==> config.mk <==
export PLATFORM = sky130hd
export DESIGN_NAME = func_seq
export DESIGN_NICKNAME = d
export VERILOG_FILES = /design/src/rtl/func_pkg.sv /design/src/rtl/func_seq.sv
export SDC_FILE = /design/constraint.sdc
export NUM_CORES = 1
export LEC_CHECK = 0
export BUFFER_PORTS_ARGS = -buffer_cell sky130_fd_sc_hd__buf_2
export CAP_MARGIN = 20
export CORE_ASPECT_RATIO = 1.75
export CORE_UTILIZATION = 47
export CTS_BUF_LIST = sky130_fd_sc_hd__clkbuf_8
export CTS_CLUSTER_SIZE = 14
export DETAILED_ROUTE_END_ITERATION = 8
export GPL_TIMING_DRIVEN = 0
export PLACE_DENSITY = 0.79
export REMOVE_ABC_BUFFERS = 1
export SYNTH_ARGS = -nofsm -noshare
export SYNTH_HDL_FRONTEND = slang
export SYNTH_SLANG_ARGS = --single-unit
==> constraint.sdc <==
create_clock -name clk -period 1.8 [get_ports clk]
set_input_delay 0.09 -clock clk [delete_from_list [all_inputs] [get_ports clk]]
set_output_delay 0.09 -clock clk [all_outputs]
set_load 0.02 [all_outputs]
==> src/rtl/func_pkg.sv <==
// Shared vector-word layout, operand/result widths and sequencer state encoding.
// Latency: n/a (types and constants only).
// Backpressure: n/a.
package func_pkg;

    localparam int A_MSB   = 31;
    localparam int B_MSB   = 23;
    localparam int EXP_MSB = 15;
    localparam int OP_W    = 8;
    localparam int RES_W   = 16;

    typedef enum logic [2:0] {
        IDLE   = 3'd0,
        FETCH  = 3'd1,
        LAUNCH = 3'd2,
        WAIT   = 3'd3,
        CHECK  = 3'd4,
        DONE   = 3'd5
    } state_e;

endpackage

==> src/rtl/func_seq.sv <==
// Self-test initiator: walks {a,b,expected} vectors, launches the engine, scores results (FUNC_SEQ_TIMEOUT_EN adds a busy watchdog).
// Latency: first eng_start 2 cycles after run; per vector 4 cycles plus engine busy time.
// Backpressure: waits on eng_busy indefinitely (or up to TIMEOUT cycles with the watchdog); run ignored unless idle.
module func_seq
    import func_pkg::*;
#(
    parameter int NUM_VEC = 10,
    parameter int ADDR_W  = 4
`ifdef FUNC_SEQ_TIMEOUT_EN
    , parameter int TIMEOUT = 1024
`endif
) (
    input  logic              clk,
    input  logic              reset,
    input  logic              run,
    output logic [ADDR_W-1:0] vec_addr,
    input  logic [31:0]       vec_data,
    output logic              eng_start,
    output logic [OP_W-1:0]   eng_a,
    output logic [OP_W-1:0]   eng_b,
    input  logic              eng_busy,
    input  logic [RES_W-1:0]  eng_result,
    output logic              seq_busy,
    output logic              done,
    output logic [ADDR_W:0]   err_count,
    output logic              fail_valid,
    output logic [ADDR_W-1:0] fail_idx
`ifdef FUNC_SEQ_TIMEOUT_EN
    , output logic            timeout
`endif
);

    localparam int              ERR_W    = ADDR_W + 1;
    localparam logic [ADDR_W-1:0] LAST_IDX = ADDR_W'(NUM_VEC - 1);
    localparam logic [ERR_W-1:0]  ERR_MAX  = ERR_W'(NUM_VEC);

    state_e              state_q;
    logic [ADDR_W-1:0]   idx_q;
    logic                start_q;
    logic [OP_W-1:0]     a_q;
    logic [OP_W-1:0]     b_q;
    logic [RES_W-1:0]    exp_q;
    logic                busy_q;
    logic                done_q;
    logic [ERR_W-1:0]    err_q;
    logic                fv_q;
    logic [ADDR_W-1:0]   fi_q;
    logic                miss;

`ifdef FUNC_SEQ_TIMEOUT_EN
    localparam int TO_W = $clog2(TIMEOUT + 1);
    logic [TO_W-1:0]     wcnt_q;
    logic                to_hit_q;
    logic                timeout_q;

    // A watchdog expiry scores the vector as a mismatch regardless of the result bus.
    assign miss = (eng_result != exp_q) || to_hit_q;
    assign timeout = timeout_q;
`else
    assign miss = (eng_result != exp_q);
`endif

    always_ff @(posedge clk or negedge reset) begin
        if (!reset) begin
            state_q   <= IDLE;
            idx_q     <= '0;
            start_q   <= 1'b0;
            a_q       <= '0;
            b_q       <= '0;
            exp_q     <= '0;
            busy_q    <= 1'b0;
            done_q    <= 1'b0;
            err_q     <= '0;
            fv_q      <= 1'b0;
            fi_q      <= '0;
`ifdef FUNC_SEQ_TIMEOUT_EN
            wcnt_q    <= '0;
            to_hit_q  <= 1'b0;
            timeout_q <= 1'b0;
`endif
        end else begin
            start_q <= 1'b0;
            done_q  <= 1'b0;
            case (state_q)
                IDLE: begin
                    if (run) begin
                        err_q     <= '0;
                        fv_q      <= 1'b0;
                        fi_q      <= '0;
                        idx_q     <= '0;
                        busy_q    <= 1'b1;
`ifdef FUNC_SEQ_TIMEOUT_EN
                        timeout_q <= 1'b0;
`endif
                        state_q   <= FETCH;
                    end
                end
                FETCH: begin
                    state_q <= LAUNCH;
                end
                LAUNCH: begin
                    a_q     <= vec_data[A_MSB -: OP_W];
                    b_q     <= vec_data[B_MSB -: OP_W];
                    exp_q   <= vec_data[EXP_MSB -: RES_W];
                    start_q <= 1'b1;
`ifdef FUNC_SEQ_TIMEOUT_EN
                    wcnt_q   <= '0;
                    to_hit_q <= 1'b0;
`endif
                    state_q <= WAIT;
                end
                WAIT: begin
                    if (!eng_busy) begin
                        state_q <= CHECK;
                    end
`ifdef FUNC_SEQ_TIMEOUT_EN
                    else if (wcnt_q == TO_W'(TIMEOUT - 1)) begin
                        to_hit_q  <= 1'b1;
                        timeout_q <= 1'b1;
                        state_q   <= CHECK;
                    end else begin
                        wcnt_q <= wcnt_q + 1'b1;
                    end
`endif
                end
                CHECK: begin
                    if (miss) begin
                        if (err_q != ERR_MAX) begin
                            err_q <= err_q + 1'b1;
                        end
                        if (!fv_q) begin
                            fv_q <= 1'b1;
                            fi_q <= idx_q;
                        end
                    end
                    if (idx_q == LAST_IDX) begin
                        done_q  <= 1'b1;
                        busy_q  <= 1'b0;
                        state_q <= DONE;
                    end else begin
                        idx_q   <= idx_q + 1'b1;
                        state_q <= FETCH;
                    end
                end
                DONE: begin
                    state_q <= IDLE;
                end
                default: begin
                    state_q <= IDLE;
                end
            endcase
        end
    end

    assign vec_addr   = idx_q;
    assign eng_start  = start_q;
    assign eng_a      = a_q;
    assign eng_b      = b_q;
    assign seq_busy   = busy_q;
    assign done       = done_q;
    assign err_count  = err_q;
    assign fail_valid = fv_q;
    assign fail_idx   = fi_q;

endmodule

# == Yosys cells after proc, flatten, opt, wreduce, memory -nomap -nowiden ==
# Cells that the tools add are included.
# classes
n_addsub,2
eq_ne,14
muxes,23
reduce_logical,8
# op_table
operator,count
$mux 4,4
$ne 16x16->1,1
$pmux 4 s2,2
$mux 5,3
$pmux 3 s5,1
$ne 2x2->1 const B,7
$pmux 5 s2,1
$mux 3,3
$reduce_and 3->1,3
$reduce_and 4->1,2
$mux 1,7
$eq 3x2->1 const B,2
$add 5x1->5 const B,1
$ne 5x4->1 const B,1
$add 4x1->4 const B,1
$eq 4x4->1 const B,1
$pmux 1 s2,2
$eq 3x1->1 const B,1
$eq 3x3->1 const B,1
$logic_not 3->1,1
$reduce_and 2->1,1
$reduce_bool 2->1,1
# word_totals
ff_bits,52
in_bits,52
elab_cells,58

# == Depth between registers and ports, before layout ==
# Gate-level depths: netlist of run 1.
# logic_depth
depth_word,4
depth_mapped,7
mapped_depth_nobuf,7

# == Least setup slack after synthesis of run 1 ==
# Ideal clock, no wire load.
# synth_timing
path_kind,register -> register
from,register state_q[1]
to,register fi_q[0] (netlist: fail_idx[0])
t_arrival_ns,1.675
required_ns,1.679
setup_slack_ns,0.004
stages_incl_launch_ff,6
path_buffers,0
period_less_slack_ns,1.796
cell_sequence,dfrtp_1 or3b_4 nor4_4 and2_4 a211oi_2 a22o_1
# synth_between
elab_chain_len,3
# synth_rtl
item,line,source
from (decl),func_seq.sv:37,state_e state_q;
from (signal assigned),func_seq.sv:65,state_q <= IDLE;
from (signal assigned),func_seq.sv:95,state_q <= FETCH;
from (signal assigned),func_seq.sv:99,state_q <= LAUNCH;
$eq 3x3->1 or $logic_not 3->1 (tied branches),func_seq.sv:84,case (state_q)
$ne 2x2->1 (no source line) or $reduce_bool 2->1 (tied branches),-,
$reduce_and 4->1 (no source line),-,
to (signal assigned),func_seq.sv:133,fi_q <= idx_q;
to (decl),func_seq.sv:47,logic [ADDR_W-1:0] fi_q;
# Several ways; a longest one is shown, not always the timed one.
# A chain may end at the register's enable or synchronous reset.

# == Worst setup path in the final report of run 1 ==
# layout_timing
from,register state_q[1]
to,register err_q[3] (netlist: err_count[3])
# layout_between
elab_chain_len,3
# layout_rtl
item,line,source
$eq 3x3->1 or $logic_not 3->1 (tied branches),func_seq.sv:84,
$ne 2x2->1 (no source line) or $reduce_bool 2->1 (tied branches),-,
$reduce_and 4->1 (no source line),-,
to (signal assigned),func_seq.sv:129,err_q <= err_q + 1'b1;
to (decl),func_seq.sv:45,logic [ERR_W-1:0] err_q;
# Several ways; a longest one is shown, not always the timed one.

==> summary.log, run 1 <==
INFO  clock_network  cts_max_path_buffers=2
INFO  setup_path     critPathLaunch=state_q[1]
INFO  timing         finalClockSkew=0.00970ns
INFO  routing        routed-via-count=1,928
INFO  logic_synthesis synthTopCellsByArea=dfrtp_1 53%, mux2_2 16%, xor2_1 3.6%
INFO  floorplanning  row_count=34
INFO  logic_synthesis asyncSetResetFlopFracSynth=100%
INFO  pwr            power.density=1620nW/um2
INFO  logic_synthesis netlist_area=2450um2
INFO  pwr            static-leakage-power=1.53nW
INFO  logic_synthesis dominant_cell_by_count_in_the_synthesized_netlist=dfrtp_1
INFO  final_layout   finalCoreUtilization=65.3%
INFO  place          pre_cts_slack=-0.237ns
INFO  logic_synthesis synth_cells=196
INFO  timing         worst-slew-pin-transition=0.478ns
INFO  logic_synthesis synth-edff-count=0
INFO  global_route   first_global_vias=2,004
INFO  final_layout   insertedDiodeCount=0
INFO  timing         max_freq=0.555GHz
INFO  clock_network  clk_transition_reported_paths=0.09ns
INFO  floorplanning  num_io_pins=85
INFO  routing        first_pass_iters=4
INFO  routing        detail_route.iter0.violations=25
INFO  clock_network  clk-insertion-delay-late=0.30ns
INFO  clock_network  tritoncts=yes
INFO  global_route   grtUsageTotal=21.4%
INFO  floorplanning  die_area=5520um2
INFO  place          dp_hpwl=3950um
INFO  setup_path     r2r_cells=5
INFO  final_layout   num-nets-final=355
INFO  clock_network  root_buffer_cell=clkbuf_8
INFO  clock_network  cts_buffer_count=5
INFO  final_layout   final_cell_area=3250um2
INFO  floorplanning  design.core.area=4980um2
INFO  floorplanning  initial_core_util=49.3%
INFO  final_layout   synthToLayoutAreaGrowth=32.5%
INFO  logic_synthesis ys_dominant_reg_cell=dfrtp_1
INFO  setup_path     critical_path.max_fanout=8
INFO  setup_path     cp_data_arrival_time=2.04ns
INFO  logic_synthesis synthDominantAreaCellType=dfrtp_1
INFO  timing         finalHoldWorstSlack=0.0116ns
INFO  place          placedInstanceArea=2950um2
INFO  run_status     status=finished, violations left
INFO  global_route   antenna_violations_before_repair=0
INFO  setup_path     timing_worst_setup_path_type=register to register
INFO  logic_synthesis synth_seq_area_share=53.1%
INFO  setup_path     setup.worst_path.end=err_count[3]
INFO  logic_synthesis synth_cell_type_count=38
INFO  global_route   grt_pass1_wl=9220um
INFO  global_route   globalRouteOverflowTotal=0
INFO  place          placedCellCount=331
INFO  place          final_replace_weighted_congestion=0.769
INFO  setup_path     worst-r2r-setup-slack=-0.003ns
INFO  routing        drtAntennaViolNets=0
INFO  setup_path     worstReg2RegEnd=err_count[3]
INFO  setup_path     worst_endpoint_required_time=2.04ns
INFO  routing        wire_per_inst=15.8um
INFO  timing         setup_viol=1
INFO  final_layout   drive_gt1_share=52.7%
INFO  timing         rsz_0062_raised_after_global_routing=true
INFO  final_layout   fillCellCount=390
INFO  logic_synthesis synth_largest_type_area_fraction=53.1%
INFO  routing        post_drt_via_cell_ratio=5.48
INFO  logic_synthesis synth-seq-cells=52
INFO  routing        drt-total-wl=5560um
INFO  setup_path     setup.worst_path.start_class=register
INFO  place          buffer_ports.inserted=84
INFO  setup_path     worst_r2r_startpoint=state_q[1]
INFO  timing         final.period_utilization=100%
INFO  floorplanning  die_x=56.6um
INFO  logic_synthesis syn_area_per_cell=12.5um2
INFO  clock_network  cts.sinks=52
INFO  routing        drcViolationCount=0
INFO  pwr            ir_worst_vdd=1.04mV
INFO  timing         final_period_minus_worst_setup_slack=1.80ns
INFO  floorplanning  die_h=97.6um
INFO  timing         timing_max_transition_violations_final=0
INFO  final_layout   instances_no_fill=352
INFO  timing         setup_slack=-0.00272ns
INFO  worst_hold_path worstHoldPathType=primary input to register
INFO  logic_synthesis synthesis_warnings=0
INFO  global_route   grt_max_degree=39
INFO  timing         hold_viol_final=0
INFO  logic_synthesis synth_top_cells_by_count=52 x dfrtp_1, 34 x mux2_2, 13 x nand3_1
INFO  pwr            totalPowerFinal=5.27mW
INFO  clock_network  maximum_level_of_the_cts_h_tree=2
INFO  flow_run       drv_cap=0
INFO  run_status     violations=negative setup slack
INFO  timing         slew_headroom=68.1%
INFO  timing         setup-tns-final=-0.00272ns
INFO  setup_path     critical_path.endpoint_type=register
## worst max-delay path, stage by stage (launching register included)
cell and delay, ns:
dfrtp_2 0.46, or3b_4 0.45, buf_8 0.15, or3_4 0.33
mux2_4 0.28, nand2_2 0.06
## layout make-up
cell class | instances | area, um2 | area share (%)
clock buffer | 5 | 68.8 | 2.12
clock inverter | 1 | 30.0 | 0.924
inverter | 4 | 15.0 | 0.462
multi-input combinational | 137 | 1200 | 36.8
sequential | 52 | 1300 | 40.1
tap | 54 | 67.6 | 2.08
timing repair buffer | 99 | 568 | 17.5
## routing by layer
metal	vias to the layer above	part of all wire, %	GRT usage (%)
li1	909	-	-
met1	947	38	24.9
met2	63	55	37.6
met3	9	4.4	4.26
met4	0	2.1	8.44
met5	-	0	0
## repair_timing
item	in CTS	in global routing
gates resized for setup	6	13
pin swaps	4	7
gates cloned	1	0
setup endpoints to repair	39	27
setup buffers	6	7
hold buffers	1	0
hold endpoints to repair	14	0
## worst min-delay path by stage
stage                            start          to  slack, ns  depth (start not counted)
final                         eng_busy  state_q[2]       0.01                          2
after global routing          eng_busy  state_q[2]      0.003                          2
after CTS                     eng_busy  state_q[2]      0.006                          2
after detailed placement         reset    exp_q[1]       0.02                          1
after global placement    vec_data[30]    eng_a[6]       0.32                          2
after floorplan                  reset        done      -0.21                          0
## power by group
group          switching [mW]  internal (mW)
Clock                   0.358          0.400
Combinational            1.27           1.17
Sequential              0.394           1.68
## flip-flops by register name, indices dropped and copies added (netlist names), 3 cells and up
register / cells
eng_b: 8
fail_idx: 4
state_q: 3
eng_a: 8
vec_addr: 4
err_count: 5
exp_q: 16
## cells by family (layout without fill, tap and decap cells)
logic type	count (synthesis)	after routing	share of synthesized area, %
flops	52	52	53.1
fa+ha+maj	4	4	2.04
compound gates	21	21	6.28
xor+xnor	18	18	6.43
simple gates	58	59	14.7
buf+inv	8	109	1.43
mux	35	35	16.0
## cell usage in the layout, fill, tap and decap left out, drive strengths merged, types with 4 or more instances in the layout
master / instances
clkbuf: 5
buf: 98
mux2: 34
or3: 5
o21ai: 8
xor2: 10
dfrtp: 52
nand2: 10
inv: 4
nand3: 13
a22o: 4
nor4: 4
ha: 4
xnor2: 8
nor2: 10
Note: power is estimated with default switching activity, not from simulation.
==> inputs of run 2 (changes only) <==
--- a/config.mk
+++ b/config.mk
@@ -13,7 +13,7 @@
 export CTS_CLUSTER_SIZE = 14
 export DETAILED_ROUTE_END_ITERATION = 8
 export GPL_TIMING_DRIVEN = 0
-export PLACE_DENSITY = 0.79
+export PLACE_DENSITY_LB_ADDON = 0.1
 export REMOVE_ABC_BUFFERS = 1
 export SYNTH_ARGS = -nofsm -noshare
 export SYNTH_HDL_FRONTEND = slang
==> summary.log, run 2 (synthesized netlist as in run 1, its figures left out) <==
INFO  setup_path     worst_endpoint_required_time=2.04ns [about the same]
INFO  routing        drcViolationCount=0 [unchanged]
INFO  run_status     status=finished, final reports clean
INFO  global_route   grtUsageTotal=20.7% [-0.73 points]
INFO  routing        drt-total-wl=5280um [-5.1%]
INFO  place          buffer_ports.inserted=84 [unchanged]
INFO  routing        first_pass_iters=4 [unchanged]
INFO  clock_network  tritoncts=yes
INFO  final_layout   insertedDiodeCount=0 [unchanged]
INFO  routing        drtAntennaViolNets=0 [unchanged]
INFO  timing         hold_viol_final=0 [unchanged]
INFO  floorplanning  row_count=34 [unchanged]
INFO  setup_path     r2r_cells=5 [unchanged]
INFO  floorplanning  die_area=5520um2 [unchanged]
INFO  final_layout   top_register=exp_q
INFO  timing         worst-slew-pin-transition=0.459ns [-0.0195 ns]
INFO  pwr            ir_worst_vdd=1.31mV [+25%]
INFO  setup_path     worst_r2r_startpoint=state_q[0]
INFO  timing         timing_max_transition_violations_final=0 [unchanged]
INFO  global_route   globalRouteOverflowTotal=0 [unchanged]
INFO  final_layout   layout.cells.most_common=buf_2
INFO  routing        routed-via-count=1,903 [-1.3%]
INFO  timing         final_period_minus_worst_setup_slack=1.71ns [-0.0912 ns]
INFO  timing         finalClockSkew=0.00463ns [-0.00507 ns]
INFO  setup_path     worst-r2r-setup-slack=0.09ns [+0.09 ns]
INFO  global_route   grt_max_degree=39 [unchanged]
INFO  final_layout   finalCoreUtilization=65.0% [-0.28 points]
INFO  final_layout   synthToLayoutAreaGrowth=31.9%
INFO  place          dp_hpwl=3840um [-2.9%]
INFO  timing         setup_viol=0 [-1]
INFO  final_layout   num-nets-final=352 [-0.85%]
INFO  global_route   antenna_violations_before_repair=0 [unchanged]
INFO  setup_path     setup.worst_path.end=err_count[0]
INFO  setup_path     critical_path.max_fanout=8 [unchanged]
INFO  setup_path     worstReg2RegEnd=err_count[0]
INFO  clock_network  root_buffer_cell=clkbuf_8
INFO  clock_network  maximum_level_of_the_cts_h_tree=2 [unchanged]
INFO  routing        post_drt_via_cell_ratio=5.42 [-1.0%]
INFO  setup_path     timing_worst_setup_path_type=register to register
INFO  clock_network  cts_buffer_count=5 [unchanged]
INFO  timing         max_freq=0.584GHz [+5.3%]
INFO  setup_path     cp_data_arrival_time=1.95ns [-0.09 ns]
INFO  global_route   grt_pass1_wl=8940um [-3.0%]
INFO  timing         slew_headroom=69.4% [+1.3 points]
INFO  setup_path     timing.critical_path.slowest_cell_delay=0.46ns [about the same]
INFO  setup_path     critical_path.endpoint_type=register
INFO  floorplanning  design.core.area=4980um2 [unchanged]
INFO  pwr            power.density=1600nW/um2 [-1.3%]
INFO  floorplanning  num_io_pins=85 [unchanged]
INFO  clock_network  cts.sinks=52 [unchanged]
INFO  timing         final.period_utilization=95.1% [-5.1 points]
INFO  clock_network  clk-insertion-delay-late=0.30ns [about the same]
INFO  floorplanning  initial_core_util=49.3% [unchanged]
INFO  routing        wire_per_inst=15.0um [-4.9%]
INFO  clock_network  clk_transition_reported_paths=0.09ns [about the same]
INFO  timing         finalHoldWorstSlack=0.0145ns [+0.00294 ns]
INFO  timing         rsz_0062_raised_after_global_routing=false
INFO  setup_path     cp_cell_sequence=or3b_4 -> buf_6 -> or3_1 -> mux2i_1 -> or2_1
INFO  pwr            static-leakage-power=1.53nW [-0.28%]
INFO  final_layout   largest_reg_flops=16 [unchanged]
INFO  setup_path     critPathLaunch=state_q[0]
INFO  global_route   first_global_vias=1,996 [-0.40%]
INFO  floorplanning  die_x=56.6um [unchanged]
INFO  floorplanning  die_h=97.6um [unchanged]
INFO  final_layout   drive_gt1_share=51.9% [-0.83 points]
INFO  final_layout   final_cell_mix=84 x buf_2, 49 x dfrtp_1, 34 x mux2_2, 13 x nand3_1
INFO  routing        detail_route.iter0.violations=46 [+84%]
INFO  worst_hold_path worstHoldPathType=primary input to register
INFO  place          final_replace_weighted_congestion=0.766 [-0.36%]
INFO  setup_path     crit_slowest_cell=dfrtp_2
INFO  setup_path     setup.worst_path.start_class=register
INFO  clock_network  cts_max_path_buffers=2 [unchanged]
INFO  flow_run       drv_cap=0 [unchanged]
==> run 2: cell count changes in the layout (fill, tap and decap cells not counted), sizes merged <==
cell	previous run	this run
buf	98	94
bufinv	1	0
clkbuf	5	6
clkinvlp	0	1
dlygate4sd3	1	2
inv	4	5
==> run 2: cell type report <==
cell class                 instances  area [um2]
fill                             433        1740
sequential                        52        1310
multi-input combinational        137        1210
timing repair buffer              96         544
clock buffer                       6        82.6
tap                               54        67.6
inverter                           4        15.0
clock inverter                     2        11.3
==> run 2: power breakdown <==
group	internal [mW]	switching [mW]	total, mW
logic	1.17	1.24	2.41
clock network	0.308	0.377	0.685
registers	1.68	0.406	2.09
total	3.16	2.02	5.18
==> run 2: worst min path at each step <==
stage | endpoint | cells past startpoint | slack (ns) | startpoint
5_1_grt | eng_a[1] | 2 | 0.0006 | vec_data[25]
6_report | exp_q[14] | 2 | 0.01 | vec_data[14]
3_5_place_dp | state_q[0] | 1 | 0.02 | reset
2_1_floorplan | done | 0 | -0.21 | reset
3_3_place_gp | state_q[2] | 2 | 0.31 | eng_busy
4_1_cts | eng_b[5] | 2 | 0.006 | vec_data[21]
==> run 2: per-layer routing <==
metal / share of wire [%] / GRT usage (%)
met4: 1.8 / 6.38
met2: 57 / 37.7
met5: 0 / 0
met3: 4.6 / 3.60
met1: 37 / 23.9
==> run 2: critical path, delay by kind of cell, from the launching register on <==
| family | cells | cell delay, ns |
|---|---|---|
| muxes | 1 | 0.13 |
| DFF | 1 | 0.46 |
| and+or+nand+nor | 3 | 0.89 |
| buffers and inverters | 1 | 0.16 |
==> run 2: per-stage QoR <==
step                      TNS, ns  instances  total power, mW  instance area, um2  setup slack [ns]
after floorplan            -22.72        192             3.60                2430            -0.691
after global placement     -47.22        330             4.16                2920             -1.41
after detailed placement    -4.69        331             4.26                2950            -0.226
after CTS                       0        345             5.07                3120           0.00193
after global routing            0        351             5.52                3240           0.00204
final                           0        351             5.18                3240            0.0885
==> run 2: what timing repair did <==
action                                  4_1_cts  5_1_grt
setup buffers                                 4        6
endpoints found under the setup margin       40       24
hold buffers                                  2        0
cloned                                        1        0
pin swaps                                     3        4
endpoints found under the hold margin        15        0
resized for setup                             8        9
==> inputs of run 3 (changes only) <==
--- a/config.mk
+++ b/config.mk
@@ -9,7 +9,7 @@
 export CAP_MARGIN = 20
 export CORE_ASPECT_RATIO = 1.75
 export CORE_UTILIZATION = 47
-export CTS_BUF_LIST = sky130_fd_sc_hd__clkbuf_8
+export CTS_BUF_LIST = sky130_fd_sc_hd__clkbuf_4 sky130_fd_sc_hd__clkbuf_8
 export CTS_CLUSTER_SIZE = 14
 export DETAILED_ROUTE_END_ITERATION = 8
 export GPL_TIMING_DRIVEN = 0
==> summary.log, run 3 (synthesized netlist as in run 1, its figures left out) <==
INFO  routing        first_pass_iters=4 [unchanged]
INFO  global_route   first_global_vias=2,004 [+0.40%]
INFO  timing         rsz_0062_raised_after_global_routing=true
INFO  setup_path     cp_data_arrival_time=2.06ns [+0.11 ns]
INFO  timing         timing_max_transition_violations_final=0 [unchanged]
INFO  timing         worst-slew-pin-transition=0.453ns [-0.00520 ns]
INFO  timing         final_period_minus_worst_setup_slack=1.82ns [+0.106 ns]
INFO  floorplanning  die_x=56.6um [unchanged]
INFO  global_route   globalRouteOverflowTotal=0 [unchanged]
INFO  final_layout   layout.cells.most_common=buf_2
INFO  place          dp_hpwl=3840um [unchanged]
INFO  clock_network  cts_buffer_count=5 [unchanged]
INFO  timing         hold_viol_final=0 [unchanged]
INFO  routing        post_drt_via_cell_ratio=5.44 [+0.26%]
INFO  run_status     status=finished, violations left
INFO  worst_hold_path worstHoldPathType=primary input to register
INFO  place          buffer_ports.inserted=84 [unchanged]
INFO  setup_path     worst_endpoint_required_time=2.04ns [about the same]
INFO  setup_path     setup.worst_path.start_class=register
INFO  final_layout   insertedDiodeCount=0 [unchanged]
INFO  final_layout   multi_input_comb_area=1200um2 [-0.93%]
INFO  final_layout   final_cell_mix=84 x buf_2, 49 x dfrtp_1, 33 x mux2_2, 13 x nand3_1
INFO  floorplanning  die_h=97.6um [unchanged]
INFO  routing        drtAntennaViolNets=0 [unchanged]
INFO  final_layout   num-nets-final=350 [-0.57%]
INFO  timing         setup_viol=2 [+2]
INFO  clock_network  maximum_level_of_the_cts_h_tree=2 [unchanged]
INFO  place          pre_cts_slack=-0.226ns [unchanged]
INFO  worst_hold_path worstHoldPathCells=2 [unchanged]
INFO  global_route   met2_routing_resource_usage_after_global_routing=37.5% [-0.27 points]
INFO  timing         setup_slack=-0.0171ns [-0.106 ns]
INFO  global_route   grtUsageTotal=20.6% [-0.055 points]
INFO  clock_network  tritoncts=yes
INFO  global_route   grt_pass1_wl=8940um [about the same]
INFO  setup_path     timing_worst_setup_path_type=register to register
INFO  timing         finalHoldWorstSlack=0.0150ns [+0.000433 ns]
INFO  clock_network  clk_transition_reported_paths=0.09ns [about the same]
INFO  clock_network  cts.sinks=52 [unchanged]
INFO  timing         finalClockSkew=0.00516ns [+0.000531 ns]
INFO  final_layout   top_register=exp_q
INFO  pwr            ir_worst_vdd=1.57mV [+20%]
INFO  routing        drcViolationCount=0 [unchanged]
INFO  routing        drt-total-wl=5250um [-0.51%]
INFO  setup_path     critical_path.max_fanout=10 [+2]
INFO  floorplanning  initial_core_util=49.3% [unchanged]
INFO  timing         slew_headroom=69.7% [+0.34 points]
INFO  floorplanning  row_count=34 [unchanged]
INFO  global_route   grtUsageMet1=23.9% [unchanged]
INFO  flow_run       drv_cap=0 [unchanged]
INFO  final_layout   largest_reg_flops=16 [unchanged]
INFO  pwr            power.density=1600nW/um2 [about the same]
INFO  run_status     violations=negative setup slack
INFO  global_route   globalRoute.busiestLayer=met2
INFO  timing         setup-tns-final=-0.0202ns [-0.0202 ns]
INFO  floorplanning  die_area=5520um2 [unchanged]
INFO  final_layout   synthToLayoutAreaGrowth=31.0%
INFO  setup_path     r2r_cells=5 [unchanged]
INFO  clock_network  clk-insertion-delay-late=0.30ns [about the same]
INFO  final_layout   fillCellCount=429 [-0.92%]
INFO  global_route   groute.layer.met3.usage=3.60% [unchanged]
INFO  clock_network  cts_max_path_buffers=2 [unchanged]
INFO  pwr            static-leakage-power=1.51nW [-1.0%]
INFO  routing        routed-via-count=1,897 [-0.32%]
INFO  floorplanning  design.core.area=4980um2 [unchanged]
INFO  timing         final.period_utilization=101% [+5.9 points]
INFO  floorplanning  num_io_pins=85 [unchanged]
INFO  clock_network  root_buffer_cell=clkbuf_8
INFO  timing         max_freq=0.550GHz [-5.8%]
INFO  final_layout   drive_gt1_share=51.5% [-0.33 points]
INFO  final_layout   ff_latch_area=1310um2 [unchanged]
INFO  routing        detail_route.iter0.violations=46 [unchanged]
INFO  setup_path     critical_path.endpoint_type=register
INFO  routing        wire_per_inst=15.0um [about the same]
INFO  place          final_replace_weighted_congestion=0.766 [unchanged]
INFO  global_route   antenna_violations_before_repair=0 [unchanged]
INFO  global_route   grt_max_degree=39 [unchanged]
==> run 3: cell count changes in the layout (fill, tap and decap cells not counted), sizes merged <==
cell	change
clkbuf	+1
buf	-2
inv	-1
==> run 3: what timing repair did <==
item / 4_1_cts / 5_1_grt
endpoints found under the setup margin: 40 / 27
hold endpoints to repair: 15 / 0
pin swaps: 5 / 9
gates cloned: 1 / 0
hold buffers: 2 / 0
gates resized for setup: 10 / 6
buffers inserted: 2 / 5
==> run 3: area by class of cell <==
cell class	instances	area share, %
Sequential cell	52	40.6
Tap cell	54	2.10
Timing Repair Buffer	94	16.5
Inverter	4	0.467
Clock buffer	7	2.80
Clock inverter	1	0.234
Multi-Input combinational cell	137	37.3
==> run 3: worst paths after layout <==
| kind | from | to | slack [ns] |
|---|---|---|---|
| worst max register to register | state_q[1] | err_count[3] | -0.02 |
| worst max-delay path | state_q[1] | err_count[3] | -0.02 |
| worst min-delay path | vec_data[25] | eng_a[1] | 0.01 |
| worst min register to register | state_q[2] | state_q[1] | 0.50 |
| max in group asynchronous | reset | state_q[2] | 1.05 |
| min in group asynchronous | reset | state_q[0] | 0.23 |
==> run 3: layer usage <==
metal	routed length (um)	share of wire [%]
met1	1990	38
met3	244	4.6
met2	2920	56
met5	0	0
met4	98	1.9
==> run 3: critical path: stages (launching register included) <==
cell,delay (ns)
dfrtp_2,0.46
or3b_4,0.44
buf_6,0.16
or3_4,0.37
mux2_4,0.27
nand2_1,0.05
==> run 3: where the power goes <==
part | switching, mW | internal (mW)
Clock | 0.373 | 0.328
Combinational | 1.21 | 1.14
Sequential | 0.408 | 1.68
==> run 3: metrics by stage <==
step / instances / instance area, um2 / power, mW / utilization [%]
2_1_floorplan: 192 / 2430 / 3.60 / -
4_1_cts: 344 / 3130 / 5.11 / 62.9
3_5_place_dp: 331 / 2950 / 4.26 / 59.2
5_1_grt: 349 / 3210 / 5.49 / 64.6
3_3_place_gp: 330 / 2920 / 4.16 / 58.7
6_report: 349 / 3210 / 5.14 / 64.6
